**config.mk**
```make
export PLATFORM = sky130hd
export DESIGN_NAME = int_div_iterative
export DESIGN_NICKNAME = d
export VERILOG_FILES = /design/src/rtl/int_div_iterative.sv
export SDC_FILE = /design/constraint.sdc
export NUM_CORES = 1
export LEC_CHECK = 0
export CAP_MARGIN = 20
export CORE_ASPECT_RATIO = 1.4
export CORE_UTILIZATION = 35
export DETAILED_ROUTE_END_ITERATION = 8
export PLACE_DENSITY = 0.65
export SLEW_MARGIN = 0
export SYNTH_ARGS = -nofsm -noshare
export SYNTH_HDL_FRONTEND = slang
export SYNTH_SLANG_ARGS = --single-unit
```
**constraint.sdc**
```tcl
create_clock -name clk -period 5.16 [get_ports clk]
set_clock_uncertainty 0.05 [all_clocks]
set_input_delay 1.548 -clock clk [delete_from_list [all_inputs] [get_ports clk]]
set_output_delay 1.548 -clock clk [all_outputs]
set_load 0.05 [all_outputs]
```
**src/rtl/int_div_iterative.sv**
```systemverilog
// Multi-cycle restoring integer divider (one quotient bit per cycle) with val/rdy
// request/response handshakes and a per-transaction security domain label.
module int_div_iterative #(
  parameter int p_nbits = 32
) (
  input  logic               clk,
  input  logic               reset_n,
  input  logic               domain,
  input  logic               req_val,
  output logic               req_rdy,
  input  logic [p_nbits-1:0] req_a,
  input  logic [p_nbits-1:0] req_b,
  input  logic               req_signed,
  output logic               resp_val,
  input  logic               resp_rdy,
  output logic               resp_domain,
  output logic [p_nbits-1:0] resp_quot,
  output logic [p_nbits-1:0] resp_rem
);

  localparam int cw = $clog2(p_nbits + 1);

  typedef enum logic [1:0] {IDLE, CALC, DONE} state_t;

  state_t             state, state_nxt;
  logic [cw-1:0]      counter;
  logic [p_nbits-1:0] dvd, dvs, rem;
  logic [p_nbits-1:0] a_abs, b_abs, rem_sub, rem_nxt;
  logic [p_nbits:0]   rem_shift;
  logic               ge, neg_q, neg_r, accept;

  // Magnitudes fit the unsigned datapath; -MIN wraps to 2^(p_nbits-1), the right magnitude.
  assign a_abs = (req_signed && req_a[p_nbits-1]) ? -req_a : req_a;
  assign b_abs = (req_signed && req_b[p_nbits-1]) ? -req_b : req_b;

  // Shifted partial remainder needs one extra bit before the compare.
  assign rem_shift = {rem, dvd[p_nbits-1]};
  assign ge        = rem_shift >= {1'b0, dvs};
  assign rem_sub   = rem_shift[p_nbits-1:0] - dvs;
  assign rem_nxt   = ge ? rem_sub : rem_shift[p_nbits-1:0];

  // Control depends only on state, counter and handshakes, never on operand values.
  always_comb begin
    // NOTE: every output of this block gets a default first, so no path can infer a latch.
    state_nxt = state;
    req_rdy   = 1'b0;
    resp_val  = 1'b0;
    accept    = 1'b0;
    case (state)
      IDLE: begin
        req_rdy = reset_n;
        accept  = req_val && reset_n;
        if (accept) state_nxt = CALC;
      end
      CALC: begin
        if (counter == cw'(1)) state_nxt = DONE;
      end
      DONE: begin
        resp_val = 1'b1;
        if (resp_rdy) state_nxt = IDLE;
      end
      default: state_nxt = IDLE;
    endcase
  end

  always_ff @(posedge clk) begin
    // NOTE: state is written with non-blocking assignments so every register samples pre-edge values.
    if (!reset_n) begin
      state       <= IDLE;
      counter     <= '0;
      dvd         <= '0;
      dvs         <= '0;
      rem         <= '0;
      neg_q       <= 1'b0;
      neg_r       <= 1'b0;
      resp_domain <= 1'b0;
    end else begin
      state <= state_nxt;
      case (state)
        IDLE: begin
          if (accept) begin
            dvd         <= a_abs;
            dvs         <= b_abs;
            rem         <= '0;
            counter     <= cw'(p_nbits);
            // Divide-by-zero keeps the all-ones quotient un-negated.
            neg_q       <= req_signed && (req_a[p_nbits-1] ^ req_b[p_nbits-1]) && (|req_b);
            neg_r       <= req_signed && req_a[p_nbits-1];
            resp_domain <= domain;
          end
        end
        CALC: begin
          dvd     <= {dvd[p_nbits-2:0], ge};
          rem     <= rem_nxt;
          counter <= counter - cw'(1);
        end
        default: ;
      endcase
    end
  end

  assign resp_quot = neg_q ? -dvd : dvd;
  assign resp_rem  = neg_r ? -rem : rem;

endmodule

```
# Yosys cells after proc, flatten, opt, wreduce, memory -nomap -nowiden
# Cells that the tools add are included.
# totals
latch_bits	0
reg_bits	107
in_bits	70
rom_bits	0
elab_cells	52
output_inout_bits	67
memories	0
ramBits	0
# classes
n_lt_le_gt_ge	1
n_mul	0
n_reduce_logical	11
n_div	0
shift	0
bitwise	1
n_mux	18
n_addsub	6
eq_ne	7
# op_table
cell	n
two-way mux 32 bit	7
negator 32 bit	4
one-hot mux 32 bit (2 select lines)	2
>= comparator 33 x 32 -> 1 bit	1
OR reduction 32 bit	1
subtractor 32 bit	1
one-hot mux 6 bit (2 select lines)	1
!= test 2 bit, second input constant	4
equality test 6 x 1 -> 1 bit, second input constant	1
two-way mux 2 bit	3
two-way mux 6 bit	1
one-hot mux 2 bit (3 select lines)	1
subtractor 6 x 1 -> 6 bit, second input constant	1
logical AND 1 bit	5
AND reduction 2 bit	2
two-way mux 1 bit	3
AND reduction 3 bit	1
equality test 2 x 1 -> 1 bit, second input constant	1
equality test 2 bit, second input constant	1
zero test 2 bit	1
nonzero test 2 bit	1
bitwise XOR 1 bit	1

# Depth between registers and ports, before layout
# depth
depth_word	4
ltp_mapped	14

# Worst setup path before layout
# No wires, ideal clock.
# synth_timing
path_type	reg-to-output
from	register dvd[6]
to	output resp_quot[28]
setup_slack_ns	0.629
required_time_ns	3.562
stages_incl_launch_ff	10
arrival_time_ns	2.933
path_cell_list	dfxtp_1 -> buf_6 -> nor4_2 -> nand3_2 -> or3_4 -> or3_4 -> or4_1 -> or2_4 -> o31ai_4 -> xnor2_1
# synth_between
elab_chain_cells	2
# synth_rtl
item	line_no	text
start: declaration	27	logic [p_nbits-1:0] dvd, dvs, rem;
start signal: assignment	82	dvd <= a_abs;
start signal: assignment	93	dvd <= {dvd[p_nbits-2:0], ge};
negator 32 bit	102	assign resp_quot = neg_q ? -dvd : dvd;
two-way mux 32 bit	102	
end: declaration	17	output logic [p_nbits-1:0] resp_quot,
# Every way passes these cells.

# Worst setup path after layout
# layout_timing
from	register dvd[2]
to	output resp_quot[28]
# The elaborated chain is that of the path after synthesis.

==> summary.md <==
| Metric | Value |
|---|---|
| Normalized max-slew margin | 0.354 |
| Combinational Power Share | 0.475 |
| Yosys top cell area share | 0.253 |
| Synth cell types | 67 |
| WL met3 | between 1 and 1.5 mm |
| Final instance area | 10500 µm² |
| Die ar. | between 20000 and 25000 µm² |
| Sink Count | 107 |
| Post-synth top area cell | dfxtp_1 |
| FFs w/ async S/R, synth | 0 |
| Root Buffer Master | clkbuf_16 |
| Internal power | between 0.0015 and 0.002 W |
| Share of total power in sequential cells | 0.307 |
| Critical path class | flip-flop to output pin |
| Remaining DRCs | 0 |
| Share of layout cells above drive strength 1 | 0.0639 |
| Drt wl/cell | 16.5 µm |
| TritonCTS buffer count | 9 |
| Top-count cell post-synth | nand2_1 |
| Startpoint Class | flip-flop |
| Starting density of the core | 0.355 |
| Io pins | 137 |
| Total of max-cap violations | 0 |
| Fillcell total | 2434 |
| TritonCTS clock tree | done |
| CP Capture Type | output pin |
| Switching Fraction | 0.409 |
| IO buf count | 136 |
| Global-route wire length before repair | 40.7 mm |
| Worst-Skew Late Latency | about 0.37 ns |
| GRT overflow | 0 |
| Clock share of power | 0.218 |
| Req. time, crit path | 3.56 ns |
| Routed vias | 8383 |
| Mapped Area | 8460 µm² |
| Psw | 0.00129 W |
| RSZ-0062 raised after global routing | no |
| Overall power | 0.00316 W |
| Largest net degree at the start of global routing | 77 |
| Fmax | 0.202 GHz |
| Mapped Cells | around 1100 |
| HP Class | flip-flop to flip-flop |
| Seq cells post-synth | 107 |
| Routed WL | 25.3 mm |
| Setup slack, reg-to-reg | 1.47 ns |
| Vias in the first global route | about 8000 |
| Final setup fails | 0 |
| Hold Fails Final Rpt | 0 |
| Top post-synthesis cells by area | dfxtp_1, xnor2_1, a21oi_1 |
| Peak VDD IR | 189 µV |
| H-tree levels | 3 |
| DRT iter0 DRCs | around 400 |
| Layout Nets | 1326 |
| DP HPWL | 19.6 mm |
| Min Tclk post-route | 4.96 ns |
| Vias per cell | 5.47 |
| Setup TNS | 0 ns |
| Post-synth top cells | nand2_1, dfxtp_1, xnor2_1 |
| Pleak | between 4 and 5 nW |
| Routed length on met2 | 12.5 mm |
| Num rows | 67 |
| Synthesized Nets | 1224 |
| P&R area growth vs syn | 23.6% |
| Syn avg cell area | 7.59 µm² |
| Post-DP Area | 10200 µm² |
| Critical Path AT | about 3.4 ns |
| Max-slew violations | 0 |
| Gr usage total | 0.207 |
| Top sig layer | met4 |
| Die Wd | 133 µm |
| Routed Antenna Nets | 0 |
| Fin crit share | 0.962 |
| Clock Path Buffers | 2 |
| DR pass1 iterations | 5 |
| Status | completed |
| Clock slew seen by the registers of the worst setup and hold paths | around 0.070 ns |
| Sequential-to-total area share from yosys stat | 0.253 |
| Syn. warnings | 0 |
| Gpl congestion | 0.915 |
| Initial antenna violation count | 1 |
| Worst Tran Pin Value | between 0.9 and 1 ns |
| Post-synth EDFFs | 0 |
| Synth Flop Type | dfxtp_1 |
| Pwr per Cell Area | 302 nW/µm² |
| Die height | 186 µm |
| Core ar. | 23800 µm² |
| Met1 wire length | approximately 11 mm |
| CP max FO | 6 |
## sequential cells by signal, summed over array words and instances (netlist names)
register and count:
dvs 32, state 2, counter 6, neg_r 1, neg_q 1, rem 32
dvd 32, resp_domain 1
## area by class of cell
class,count,area [µm²],share of cell area
flip-flops and latches,107,2140,0.205
well taps,310,388,0.0371
clock buffers,13,270,0.0258
multi-input cells,890,5880,0.562
diodes,2,5.00,0.000478
repair buffers,156,1560,0.149
clock inverters,2,17.5,0.00167
inverters,53,199,0.0190
## kinds of logic after synthesis
group | after synthesis | share of synthesized area
xor+xnor | 142 | 0.147
buf+inv | 118 | 0.0548
fa+ha+maj | 39 | 0.0585
compound gates | 361 | 0.271
mux | 15 | 0.0179
flops | 107 | 0.253
simple gates | 333 | 0.197
## per-layer routing
layer / up-vias / track usage
met2: 219 / 0.370
met3: 58 / 0.0414
li1: 4234 / -
met5: - / 0
met1: 3872 / 0.231
met4: 0 / 0.108
## through the flow
step                      std cells  setup slack [ns]  hold WS, ns  utilization
final                          1533             0.198        0.411        0.439
after global routing           1532           0.00535        0.434        0.439
after CTS                      1531             0.175        0.416        0.439
after detailed placement       1516             0.398        0.404        0.426
after global placement         1516             0.446        0.399        0.426
after floorplan                1115             0.629        0.390            -
## final timing paths
check / start / endpoint / depth (start not counted)
setup reg to reg: rem[0]$_SDFFE_PN0P_ / rem[22]$_SDFFE_PN0P_ / 12
hold reg to reg: resp_domain$_SDFFE_PN0P_ / resp_domain$_SDFFE_PN0P_ / 2
setup / recovery: dvd[2]$_SDFFE_PN0P_ / resp_quot[28] / 9
hold / removal: resp_domain$_SDFFE_PN0P_ / resp_domain$_SDFFE_PN0P_ / 2
## repair_timing
action | 4_1_cts | 5_1_grt
endpoints found under the setup margin | 2 | 1
buffers inserted | 0 | 0
resized for setup | 1 | 1
hold buffers | 0 | 0
## worst max-delay path, cell delays in order, from the launching register on
cell and delay, ns:
dfxtp_1 0.39, nor4_4 0.38, nand3_2 0.17, or3_4 0.41
or3_4 0.39, or4_1 0.44, or2_4 0.27, o31ai_4 0.17
xnor2_1 0.20, buf_12 0.18
## cells in the final DEF (no fill, tap or decap), types with 15 or more instances in the layout
cell             count
a21oi_1            100
nor2_1              78
o21ai_0             91
a211oi_1            30
dfxtp_1            107
buf_4               30
or4_1               17
inv_1               52
clkdlybuf4s50_1    119
a22oi_1             23
ha_1                38
xor2_1              36
xnor2_1            106
nand2_1            115
nand3_1             15
o31ai_1             26
o41ai_1             16
## power by group through the flow
| stage | logic (W) | registers, W | clock network [W] |
|---|---|---|---|
| finish | 0.00150 | 0.000971 | 0.000690 |
| global route | 0.00162 | 0.000982 | 0.000739 |
| CTS | 0.00150 | 0.000969 | 0.000706 |
| detailed placement | 0.00149 | 0.000988 | 0 |
| global placement | 0.00148 | 0.000986 | 0 |
| floorplan | 0.00106 | 0.000961 | 0 |
No activity file was read; power rests on OpenSTA's default activity.
